### src/rtl/crono_ctrl_if.sv
// Control/display bundle between push-button logic and the stopwatch core.
interface crono_ctrl_if #(
  parameter int unsigned DIGITS = 4
);
  logic                  start;
  logic                  stop;
  logic                  clear;
  logic                  lap;
  logic [4*DIGITS-1:0]   bcd_out;
  logic                  running;
  logic                  tick;
  logic                  overflow;
  logic                  lap_frozen;

  modport master (
    output start, stop, clear, lap,
    input  bcd_out, running, tick, overflow, lap_frozen
  );

  modport slave (
    input  start, stop, clear, lap,
    output bcd_out, running, tick, overflow, lap_frozen
  );
endinterface

### src/rtl/crono_ctrl.sv
// Stopwatch controller: prescaler, start/stop/clear FSM, BCD digit cascade,
// overflow flag and lap-freeze display. Optional macro: CRONO_SATURATE_EN.
module crono_ctrl #(
  parameter int unsigned DIGITS   = 4,
  parameter int unsigned PRESCALE = 10,
  parameter int unsigned PW       = 4
) (
  input  logic        clk,
  input  logic        rst,
  crono_ctrl_if.slave bus
);

  localparam int unsigned BW = 4 * DIGITS;
  localparam logic [PW-1:0] PRESC_MAX = PW'(PRESCALE - 1);

  typedef enum logic [1:0] {
    S_IDLE  = 2'd0,
    S_RUN   = 2'd1,
    S_PAUSE = 2'd2
  } state_e;

  state_e          state_q, state_d;
  logic [PW-1:0]   presc_q, presc_d;
  logic [BW-1:0]   digits_q, digits_d;
  logic [BW-1:0]   disp_q, disp_d;
  logic            tick_q, tick_d;
  logic            ovf_q, ovf_d;
  logic            frozen_q, frozen_d;
  logic            running_q, running_d;
`ifdef CRONO_SATURATE_EN
  logic            sat_q, sat_d;
`endif

  logic            period_end_c;
  logic            wrap_c;
  logic            resume_ok_c;
  logic [BW-1:0]   digits_inc_c;

  assign period_end_c = (state_q == S_RUN) && (presc_q == PRESC_MAX);

`ifdef CRONO_SATURATE_EN
  assign resume_ok_c = !sat_q;
`else
  assign resume_ok_c = 1'b1;
`endif

  // Carry ripples through digits combinationally so all digits update on one edge.
  always_comb begin
    logic carry;
    digits_inc_c = digits_q;
    carry        = 1'b1;
    for (int k = 0; k < int'(DIGITS); k++) begin
      if (carry) begin
        if (digits_q[4*k +: 4] == 4'd9) begin
          digits_inc_c[4*k +: 4] = 4'd0;
        end else begin
          digits_inc_c[4*k +: 4] = digits_q[4*k +: 4] + 4'd1;
          carry                  = 1'b0;
        end
      end
    end
    wrap_c = carry;
  end

  always_comb begin
    state_d  = state_q;
    presc_d  = presc_q;
    digits_d = digits_q;
    tick_d   = 1'b0;
    ovf_d    = ovf_q;
    frozen_d = frozen_q;
`ifdef CRONO_SATURATE_EN
    sat_d    = sat_q;
`endif

    unique case (state_q)
      S_IDLE: begin
        if (bus.start) state_d = S_RUN;
      end
      S_RUN: begin
        if (bus.stop) state_d = S_PAUSE;
        if (bus.lap)  frozen_d = !frozen_q;
      end
      S_PAUSE: begin
        if (bus.start && resume_ok_c) state_d = S_RUN;
        if (bus.lap) frozen_d = 1'b0;
      end
      default: state_d = S_IDLE;
    endcase

    if (state_q == S_RUN) begin
      presc_d = period_end_c ? '0 : presc_q + PW'(1);
    end

    // Count advance; the registered state lets a same-edge stop keep this tick.
    if (period_end_c) begin
`ifdef CRONO_SATURATE_EN
      if (wrap_c) begin
        ovf_d   = 1'b1;
        sat_d   = 1'b1;
        state_d = S_PAUSE;
      end else begin
        digits_d = digits_inc_c;
        tick_d   = 1'b1;
      end
`else
      digits_d = digits_inc_c;
      tick_d   = 1'b1;
      if (wrap_c) ovf_d = 1'b1;
`endif
    end

    if (bus.clear) begin
      state_d  = S_IDLE;
      presc_d  = '0;
      digits_d = '0;
      tick_d   = 1'b0;
      ovf_d    = 1'b0;
      frozen_d = 1'b0;
`ifdef CRONO_SATURATE_EN
      sat_d    = 1'b0;
`endif
    end

    // Unfrozen display mirrors the digits; freezing keeps what is already shown.
    disp_d    = frozen_d ? disp_q : digits_d;
    running_d = (state_d == S_RUN);
  end

  always_ff @(posedge clk) begin
    if (!rst) begin
      state_q   <= S_IDLE;
      presc_q   <= '0;
      digits_q  <= '0;
      disp_q    <= '0;
      tick_q    <= 1'b0;
      ovf_q     <= 1'b0;
      frozen_q  <= 1'b0;
      running_q <= 1'b0;
`ifdef CRONO_SATURATE_EN
      sat_q     <= 1'b0;
`endif
    end else begin
      state_q   <= state_d;
      presc_q   <= presc_d;
      digits_q  <= digits_d;
      disp_q    <= disp_d;
      tick_q    <= tick_d;
      ovf_q     <= ovf_d;
      frozen_q  <= frozen_d;
      running_q <= running_d;
`ifdef CRONO_SATURATE_EN
      sat_q     <= sat_d;
`endif
    end
  end

  assign bus.bcd_out    = disp_q;
  assign bus.running    = running_q;
  assign bus.tick       = tick_q;
  assign bus.overflow   = ovf_q;
  assign bus.lap_frozen = frozen_q;

endmodule

### src/flat_wrapper.sv
// flat-port wrapper written by rule: the top's interface ports become plain ports
module crono_ctrl_flat 
#(
  parameter int unsigned DIGITS   = 4,
  parameter int unsigned PRESCALE = 10,
  parameter int unsigned PW       = 4
)
  (clk, rst, bus_start, bus_stop, bus_clear, bus_lap, bus_bcd_out, bus_running, bus_tick, bus_overflow, bus_lap_frozen);
  crono_ctrl_if #(.DIGITS(DIGITS)) bus_i ();
  input  logic clk;
  input  logic rst;
  input wire logic [$bits(bus_i.start)-1:0] bus_start;
  input wire logic [$bits(bus_i.stop)-1:0] bus_stop;
  input wire logic [$bits(bus_i.clear)-1:0] bus_clear;
  input wire logic [$bits(bus_i.lap)-1:0] bus_lap;
  output wire logic [$bits(bus_i.bcd_out)-1:0] bus_bcd_out;
  output wire logic [$bits(bus_i.running)-1:0] bus_running;
  output wire logic [$bits(bus_i.tick)-1:0] bus_tick;
  output wire logic [$bits(bus_i.overflow)-1:0] bus_overflow;
  output wire logic [$bits(bus_i.lap_frozen)-1:0] bus_lap_frozen;
  assign bus_i.start = bus_start;
  assign bus_i.stop = bus_stop;
  assign bus_i.clear = bus_clear;
  assign bus_i.lap = bus_lap;
  assign bus_bcd_out = bus_i.bcd_out;
  assign bus_running = bus_i.running;
  assign bus_tick = bus_i.tick;
  assign bus_overflow = bus_i.overflow;
  assign bus_lap_frozen = bus_i.lap_frozen;
  crono_ctrl #(.DIGITS(DIGITS), .PRESCALE(PRESCALE), .PW(PW)) u_core (.clk(clk), .rst(rst), .bus(bus_i));
endmodule
### config.mk
export PLATFORM = sky130hd
export DESIGN_NAME = crono_ctrl_flat
export DESIGN_NICKNAME = d
export VERILOG_FILES = /design/src/rtl/crono_ctrl_if.sv /design/src/rtl/crono_ctrl.sv /design/src/flat_wrapper.sv
export SDC_FILE = /design/constraint.sdc
export NUM_CORES = 1
export LEC_CHECK = 0
export CAP_MARGIN = 25
export CORE_ASPECT_RATIO = 1.5
export CORE_MARGIN = 3
export CORE_UTILIZATION = 53
export CTS_CLUSTER_SIZE = 20
export DETAILED_ROUTE_END_ITERATION = 7
export PLACE_DENSITY = 0.9
export SETUP_SLACK_MARGIN = 0.15
export SYNTH_ARGS = -nofsm -noshare
export SYNTH_HDL_FRONTEND = slang
export SYNTH_SLANG_ARGS = --single-unit
### constraint.sdc
create_clock -name clk -period 2.4 [get_ports clk]
set_clock_uncertainty 0.05 [all_clocks]
set_input_delay 0.48 -clock clk [delete_from_list [all_inputs] [get_ports clk]]
set_output_delay 0.48 -clock clk [all_outputs]
set_load 0.01 [all_outputs]
After elaboration in Yosys (flattened, before gate mapping)
Index checks and enable logic that the tools add are counted.
{"block": "totals", "ff_bits": 42}
{"block": "classes", "n_addsub": 5, "eq_ne": 8, "n_mux": 26, "bitwise": 1, "n_reduce_logical": 6}
{"op": "16-bit 2-to-1 mux", "n": 2}
{"op": "4-bit 2-to-1 mux", "n": 8}
{"op": "4-bit by 1-bit adder with 4-bit output (second input constant)", "n": 5}
{"op": "4-bit equality test (second input constant)", "n": 5}
{"op": "1-bit 2-to-1 mux", "n": 11}
{"op": "2-bit 2-to-1 mux", "n": 3}
{"op": "2-bit by 1-bit equality test with 1-bit output (second input constant)", "n": 2}
{"op": "2-bit case mux with 2 select lines", "n": 1}
{"op": "2-bit OR reduction", "n": 2}
{"op": "2-bit equality test (second input constant)", "n": 1}
{"op": "2-bit zero test", "n": 1}
{"op": "1-bit case mux with 2 select lines", "n": 1}
{"op": "2-bit AND reduction", "n": 1}
{"op": "1-bit logical AND", "n": 1}
{"op": "1-bit zero test", "n": 1}
{"op": "1-bit inverter", "n": 1}

Depth between registers and ports, before layout
Gate-level depths: netlist of the first run.
{"block": "depth", "ltp_word": 7, "mapped_depth": 8, "mapped_depth_nobuf": 6}

Worst setup path before layout of the first run
OpenSTA, ideal clock, no wires.
{"block": "synth_path", "kind": "reg2reg", "from": "register u_core.state_q[1]", "to": "register u_core.disp_q[10] (netlist: u_core.bus.bcd_out[10])", "setup_time_ns": 0.074, "t_arrival_ns": 1.888, "required_ns": 2.276, "path_slack_ns": 0.388, "path_stages_with_launch": 8, "path_buffers": 1, "synth_period_minus_slack_ns": 2.012, "cell_sequence": "dfxtp_1 inv_1 ha_1 buf_4 nand4b_1 or4_1 or3_1 a31oi_1"}
{"block": "synth_via", "elab_chain_len": 4, "word_cells_on_any_way": 7}
{"element": "start: declaration", "line_no": "crono_ctrl.sv:22", "source": "state_e state_q, state_d;"}
{"element": "start signal: assignment", "line_no": "crono_ctrl.sv:144", "source": "state_q <= state_d;"}
{"element": "2-bit by 1-bit equality test with 1-bit output", "line_no": "crono_ctrl.sv:39, crono_ctrl.sv:76"}
{"element": "1-bit logical AND", "line_no": "crono_ctrl.sv:39", "source": "assign period_end_c = (state_q == S_RUN) && (presc_q == PRESC_MAX);"}
{"element": "16-bit 2-to-1 mux", "line_no": "crono_ctrl.sv:96", "source": "if (period_end_c) begin"}
{"element": "16-bit 2-to-1 mux", "line_no": "crono_ctrl.sv:113", "source": "if (bus.clear) begin"}
{"element": "end signal: assignment", "line_no": "crono_ctrl.sv:147", "source": "disp_q <= disp_d;"}
{"element": "end: declaration", "line_no": "crono_ctrl.sv:25", "source": "logic [BW-1:0] disp_q, disp_d;"}
Parallel ways exist; a longest one is shown, timed or not.
A chain may end at the register's enable or synchronous reset.

Worst setup path after layout of the first run
Same ends and word-level chain as after synthesis.

==> results by group, run 1 <==
Synthesis
  – Mean Syn Cell Area: 9.21 sq um
  – Post-synthesis sequential area ratio: 44.7%
  – Netlist Area Pre-Place: 0.00188 sq mm
  – Asr flop ratio synth: 0%
  – Synthesized instance count: 204
  – Biggest area consumer among synthesized cells: dfxtp_1
  – Ys flop type: dfxtp_1
  – Commonest cells post-synth: 42 x dfxtp_1, 18 x nor2_1, 17 x o21ai_0
  – Netlist cell types: 48
  – Yosys warns: 0
  – EDFF count, synth: 0
  – Top post-synthesis cells by area: dfxtp_1 45%, ha_1 4.7%, o21ai_0 4.5%
  – Most frequent cell after synthesis: dfxtp_1
  – Synth top area share: 44.7%
  – Post-synthesis register bit count: 42
  – Syn nets: 217

Timing
  – Slew @ Worst Pin: 0.467 ns
  – Final hold slack: 0.417 ns
  – Tmin final: 2.10 ns
  – Setup TNS: 0 ns
  – Max-slew violations: 0
  – Period utilisation layout: 87.7%
  – Worst setup margin: 0.296 ns
  – Fmax: 0.475 GHz
  – Final Hold Violating Endpoints: 0
  – Final Setup Violations: 0
  – Unrepaired setup endpoints after global routing: false
  – Worst slew margin: 68.8%

Final layout
  – # diodes: 0
  – Nets@finish: 251
  – Synthesis-to-layout area growth: 24.4%
  – Final Non-Filler Cells: 279
  – Finished Cell Area: 0.00234 sq mm
  – Share of cells above drive strength 1: 11.3%

Placement
  – Gpl congestion: 0.887
  – Post-DP HPWL: 3070 um
  – Dpl cells: 271
  – IO Port Bufs: 25
  – Pre-CTS setup slack: 0.0578 ns
  – Placement Cell Area: 0.00222 sq mm

Worst setup path
  – Worst endpoint required time: 2.58 ns
  – Slowest CP cell: or4_1
  – Critical path's top delay family: simple AND/OR/NAND/NOR gates
  – Startpoint types: register
  – Critical path class: register to register
  – CP max FO: 6
  – Critical Path Sink Type: register
  – Buf/Inv on CP: 1
  – Cell chain of the critical path: inv_1 > ha_2 > nand4b_1 > or4_1 > or3_1 > a31oi_1
  – Critical Path Max Stage Delay: 0.55 ns
  – CP Data Arrival Time: 2.28 ns

Drt
  – DR vias: 1,635
  – Pre-antenna DRT Iters: 4
  – 1st-iter DRT viols: 31
  – ANT nets after route: 0
  – WL/cell: 15.1 um
  – Residual DRC: 0
  – Vias per cell: 5.86
  – Final wirelength: 4220 um

Pwr
  – PD cells: 578 mW/mm^2
  – Worst IR Drop VDD: 0.000698 V
  – Static leakage: 0.842 nW

Min path
  – Worst Hold Class: register to register

Status
  – Outcome: finished clean

Clock tree
  – # clock sinks: 42
  – Reg clk slew, reported paths: 0.08 ns
  – Skew-Pair Late Insertion Delay: 0.29 ns
  – CTS max path bufs: 2
  – H-tree depth: 2
  – Post-CTS Setup Repair Bufs: 0
  – CTS tree: built
  – Clock root buffer: clkbuf_8
  – TritonCTS buffer count: 5

Floorplanning
  – Core Region: 0.00328 sq mm
  – Initial Util: 57.2%
  – Die Area: 0.00431 sq mm
  – IO Count: 26
  – Die width: 54.6 um
  – FP Rows: 25
  – Die Y: 78.9 um

Run
  – # Max-Cap Violations: 0

Global route
  – GR Util All Layers: 22.3%
  – Global-route wire length before repair: 7180 um
  – Largest net degree at the start of global routing: 13
  – Grt ovf: 0
  – Vias in the first global route: 1,654
  – Initial antenna violation count: 0
## routing by layer
metal / GRT usage [%] / up-vias / routed length [um]
li1: - / 811 / -
met1: 24.0 / 775 / 1700
met2: 38.3 / 36 / 2260
met3: 6.19 / 13 / 146
met4: 9.98 / 0 / 112
met5: 0 / - / 0
## metrics by stage
stage | util (%) | total power, mW
floorplan | - | 0.775
global placement | 67.6 | 0.819
detailed placement | 67.6 | 0.822
CTS | 70.9 | 1.36
global route | 71.2 | 1.40
finish | 71.2 | 1.35
## state kept, by name, summed over array words and instances (netlist names)
name                   flops
u_core.bus.bcd_out        16
u_core.bus.tick            1
u_core.state_q             2
u_core.digits_q           16
u_core.presc_q             4
u_core.bus.lap_frozen      1
u_core.bus.running         1
u_core.bus.overflow        1
## power breakdown
group	switching [mW]	internal (mW)	total, mW
Sequential	0.00672	0.707	0.714
Clock	0.233	0.311	0.544
Combinational	0.0469	0.0457	0.0926
## placed cells by master (no fill, tap or decap), drive strengths merged, types with 3 or more instances in the layout
cell and n:
nor4 4, clkbuf 7, and4bb 3, nor3 3
nand4 7, dfxtp 42, or2 3, clkdlybuf4s50 25
ha 7, nand2 8, o31ai 3, nor2b 5
a21oi 13, a31oi 5, nand3 4, buf 10
xor2 8, inv 7, o21ai 17, mux2i 4
nor2 18, nand2b 4
## final cells by class
type                       instances  area [sq um]
multi-input combinational        147           988
fill                             255           947
sequential                        42           841
timing repair buffer              35           325
clock buffer                       7          76.3
tap                               40          50.0
clock inverter                     1          30.0
inverter                           7          26.3
## cell families (layout without fill, tap and decap cells)
kind of cell    after synthesis  in the layout  share of synthesized area [%]
compound gates               52             52                           17.3
xor+xnor                      9              9                           4.19
fa+ha+maj                     7              7                           4.66
buf+inv                      15             50                           3.20
flops                        42             42                           44.7
mux                           4              4                           2.13
simple gates                 75             75                           23.8
## path summary, 6_finish.rpt
path,start,endpoint,cells after the start,slack (ns)
min reg2reg,u_core.bus.overflow$_SDFFE_PP0P_,u_core.bus.overflow$_SDFFE_PP0P_,1,0.42
max,u_core.state_q[1]$_SDFF_PN0_,u_core.bus.bcd_out[10]$_SDFFE_PN0N_,6,0.30
min,u_core.bus.overflow$_SDFFE_PP0P_,u_core.bus.overflow$_SDFFE_PP0P_,1,0.42
max reg2reg,u_core.state_q[1]$_SDFF_PN0_,u_core.bus.bcd_out[10]$_SDFFE_PN0N_,6,0.30
## timing repair
action,4_1_cts,5_1_grt
setup endpoints to repair,0,4
hold buffers,0,0
endpoints found under the hold margin,0,0
resized for setup,0,3
(Power assumes the default switching activity.)
==> run 2, diff against run 1 <==
- REMOVE_ABC_BUFFERS: default -> 1
==> results by group, run 2 (synthesis gave the netlist of run 1 again) <==
Clock tree
  – H-tree depth: 2 (unchanged)
  – Clock root buffer: clkbuf_8
  – Reg clk slew, reported paths: 0.08 ns (about the same)
  – TritonCTS buffer count: 5 (unchanged)
  – # clock sinks: 42 (unchanged)
  – CTS Hold Bufs: 0 (unchanged)
  – CTS max path bufs: 2 (unchanged)
  – Skew-Pair Late Insertion Delay: 0.30 ns (about the same)
  – CTS tree: built

Worst setup path
  – Worst endpoint required time: 2.51 ns (-0.07 ns)
  – Startpoint types: register
  – Cell chain of the critical path: inv_1 > ha_2 > and4b_1 > nand4_1 > buf_4 > o31ai_1 > a31oi_1
  – Critical Path Sink Type: register
  – CP max FO: 7 (+1)
  – Critical path class: register to register
  – Critical Path Max Stage Delay: 0.38 ns (-0.17 ns)
  – CP Data Arrival Time: 2.23 ns (-0.05 ns)
  – Slowest CP cell: and4b_1

Timing
  – Tmin final: 2.11 ns (+0.00879 ns)
  – Setup TNS: 0 ns (unchanged)
  – Final Setup Violations: 0 (unchanged)
  – Final Hold Violating Endpoints: 0 (unchanged)
  – Worst slew margin: 75.8% (+7.0 points)
  – Period utilisation layout: 88.0% (+0.37 points)
  – Slew @ Worst Pin: 0.360 ns (-0.107 ns)
  – Unrepaired setup endpoints after global routing: false
  – Max-slew violations: 0 (unchanged)
  – Fmax: 0.473 GHz (-0.42%)

Drt
  – DR vias: 1,628 (-0.43%)
  – ANT nets after route: 0 (unchanged)
  – Vias per cell: 5.81 (-0.78%)
  – 1st-iter DRT viols: 69 (+120%)
  – Final wirelength: 4260 um (+1.0%)
  – Residual DRC: 0 (unchanged)
  – WL/cell: 15.2 um (+0.64%)
  – Pre-antenna DRT Iters: 4 (unchanged)

Final layout
  – Most frequent cells in the layout: 42 x dfxtp_1, 25 x clkdlybuf4s50_1, 18 x nor2_1
  – # diodes: 0 (unchanged)
  – Synthesis-to-layout area growth: 24.9%
  – Final Non-Filler Cells: 280 (+0.36%)
  – Nets@finish: 252 (+0.40%)
  – # fillers: 248 (-2.7%)
  – Multi-input gate area: 987 sq um (-0.13%)
  – Share of cells above drive strength 1: 12.1% (+0.79 points)
  – Most common cell after layout, fill and taps aside: dfxtp_1
  – Register area: 841 sq um (unchanged)

Placement
  – IO Port Bufs: 25 (unchanged)
  – Post-DP HPWL: 2990 um (-2.7%)
  – Dpl cells: 272 (+0.37%)
  – Gpl congestion: 0.772 (-13%)

Floorplanning
  – Die width: 54.6 um (unchanged)
  – Initial Util: 57.2% (unchanged)
  – IO Count: 26 (unchanged)
  – FP Rows: 25 (unchanged)
  – Die Area: 0.00431 sq mm (unchanged)
  – Core Region: 0.00328 sq mm (unchanged)
  – Die Y: 78.9 um (unchanged)

Global route
  – Vias in the first global route: 1,541 (-6.8%)
  – Largest net degree at the start of global routing: 17 (+4)
  – Global-route wire length before repair: 7210 um (+0.39%)
  – Grt ovf: 0 (unchanged)
  – GR Util All Layers: 22.3% (+0.062 points)
  – Initial antenna violation count: 0 (unchanged)

Run
  – # Max-Cap Violations: 0 (unchanged)

Min path
  – Worst Hold Class: register to register

Pwr
  – Worst IR Drop VDD: 0.000525 V (-25%)
  – Static leakage: 0.853 nW (+1.3%)
  – PD cells: 567 mW/mm^2 (-1.9%)

Status
  – Outcome: finished clean
run 2: cell count changes in the layout (fill, tap and decap cells not counted):
cell / change
clkbuf_8: +3
buf_4: +1
and4b_1: +1
clkbuf_1: -2
bufinv_16: -1
and4b_2: -1
run 2: final cells by class:
| class | instances | share of cell area (%) |
|---|---|---|
| clock buffers | 8 | 4.69 |
| inverters | 7 | 1.12 |
| multi-input cells | 147 | 42.1 |
| flip-flops and latches | 42 | 35.8 |
| well taps | 40 | 2.13 |
| repair buffers | 36 | 14.2 |
run 2: path summary, 6_finish.rpt:
path / from / to / slack, ns / cells past startpoint
worst max-delay path: u_core.state_q[1]$_SDFF_PN0_ / u_core.bus.bcd_out[14]$_SDFFE_PN0N_ / 0.29 / 7
worst min-delay path: u_core.bus.bcd_out[1]$_SDFFE_PN0N_ / u_core.bus.bcd_out[1]$_SDFFE_PN0N_ / 0.44 / 1
worst max register to register: u_core.state_q[1]$_SDFF_PN0_ / u_core.bus.bcd_out[14]$_SDFFE_PN0N_ / 0.29 / 7
worst min register to register: u_core.bus.bcd_out[1]$_SDFFE_PN0N_ / u_core.bus.bcd_out[1]$_SDFFE_PN0N_ / 0.44 / 1
run 2: critical path, delay by kind of cell, from the launching register on:
family | cells | cell delay (ns)
adder cells (fa/ha/maj) | 1 | 0.25
AO/OA/AOI/OAI | 2 | 0.48
AND/OR/NAND/NOR | 2 | 0.54
buffers and inverters | 2 | 0.31
flip-flops | 1 | 0.34
run 2: routing by layer:
metal	track usage [%]	wire [um]	vias to the layer above
met4	6.48	74	0
met1	26.7	1730	756
met3	6.19	228	11
met5	0	0	-
met2	37.4	2230	54
li1	-	-	807
run 2: power by group:
group / switching (mW) / internal [mW]
combinational: 0.0467 / 0.0468
clock: 0.234 / 0.290
sequential: 0.00623 / 0.707
run 2: through the flow:
step / power, mW / setup slack (ns) / area [sq um] / hold slack [ns] / utilization, %
after floorplan: 0.772 / 0.160 / 1850 / 0.456 / -
after global placement: 0.820 / 0.113 / 2230 / 0.401 / 67.8
after detailed placement: 0.823 / 0.0839 / 2230 / 0.425 / 67.8
after CTS: 1.34 / 0.185 / 2350 / 0.443 / 71.5
after global routing: 1.38 / 0.197 / 2350 / 0.454 / 71.5
final: 1.33 / 0.287 / 2350 / 0.437 / 71.5
run 2: repair_timing:
item,4_1_cts,5_1_grt
endpoints found under the setup margin,2,2
pin swaps,0,1
gates resized for setup,2,0
cloned,0,0
buffers inserted,0,0
==> run 3, diff against run 2 <==
- SLEW_MARGIN: default -> 40
==> results of run 3 <==
Final layout, timing and power as in run 2 (identical DEF).
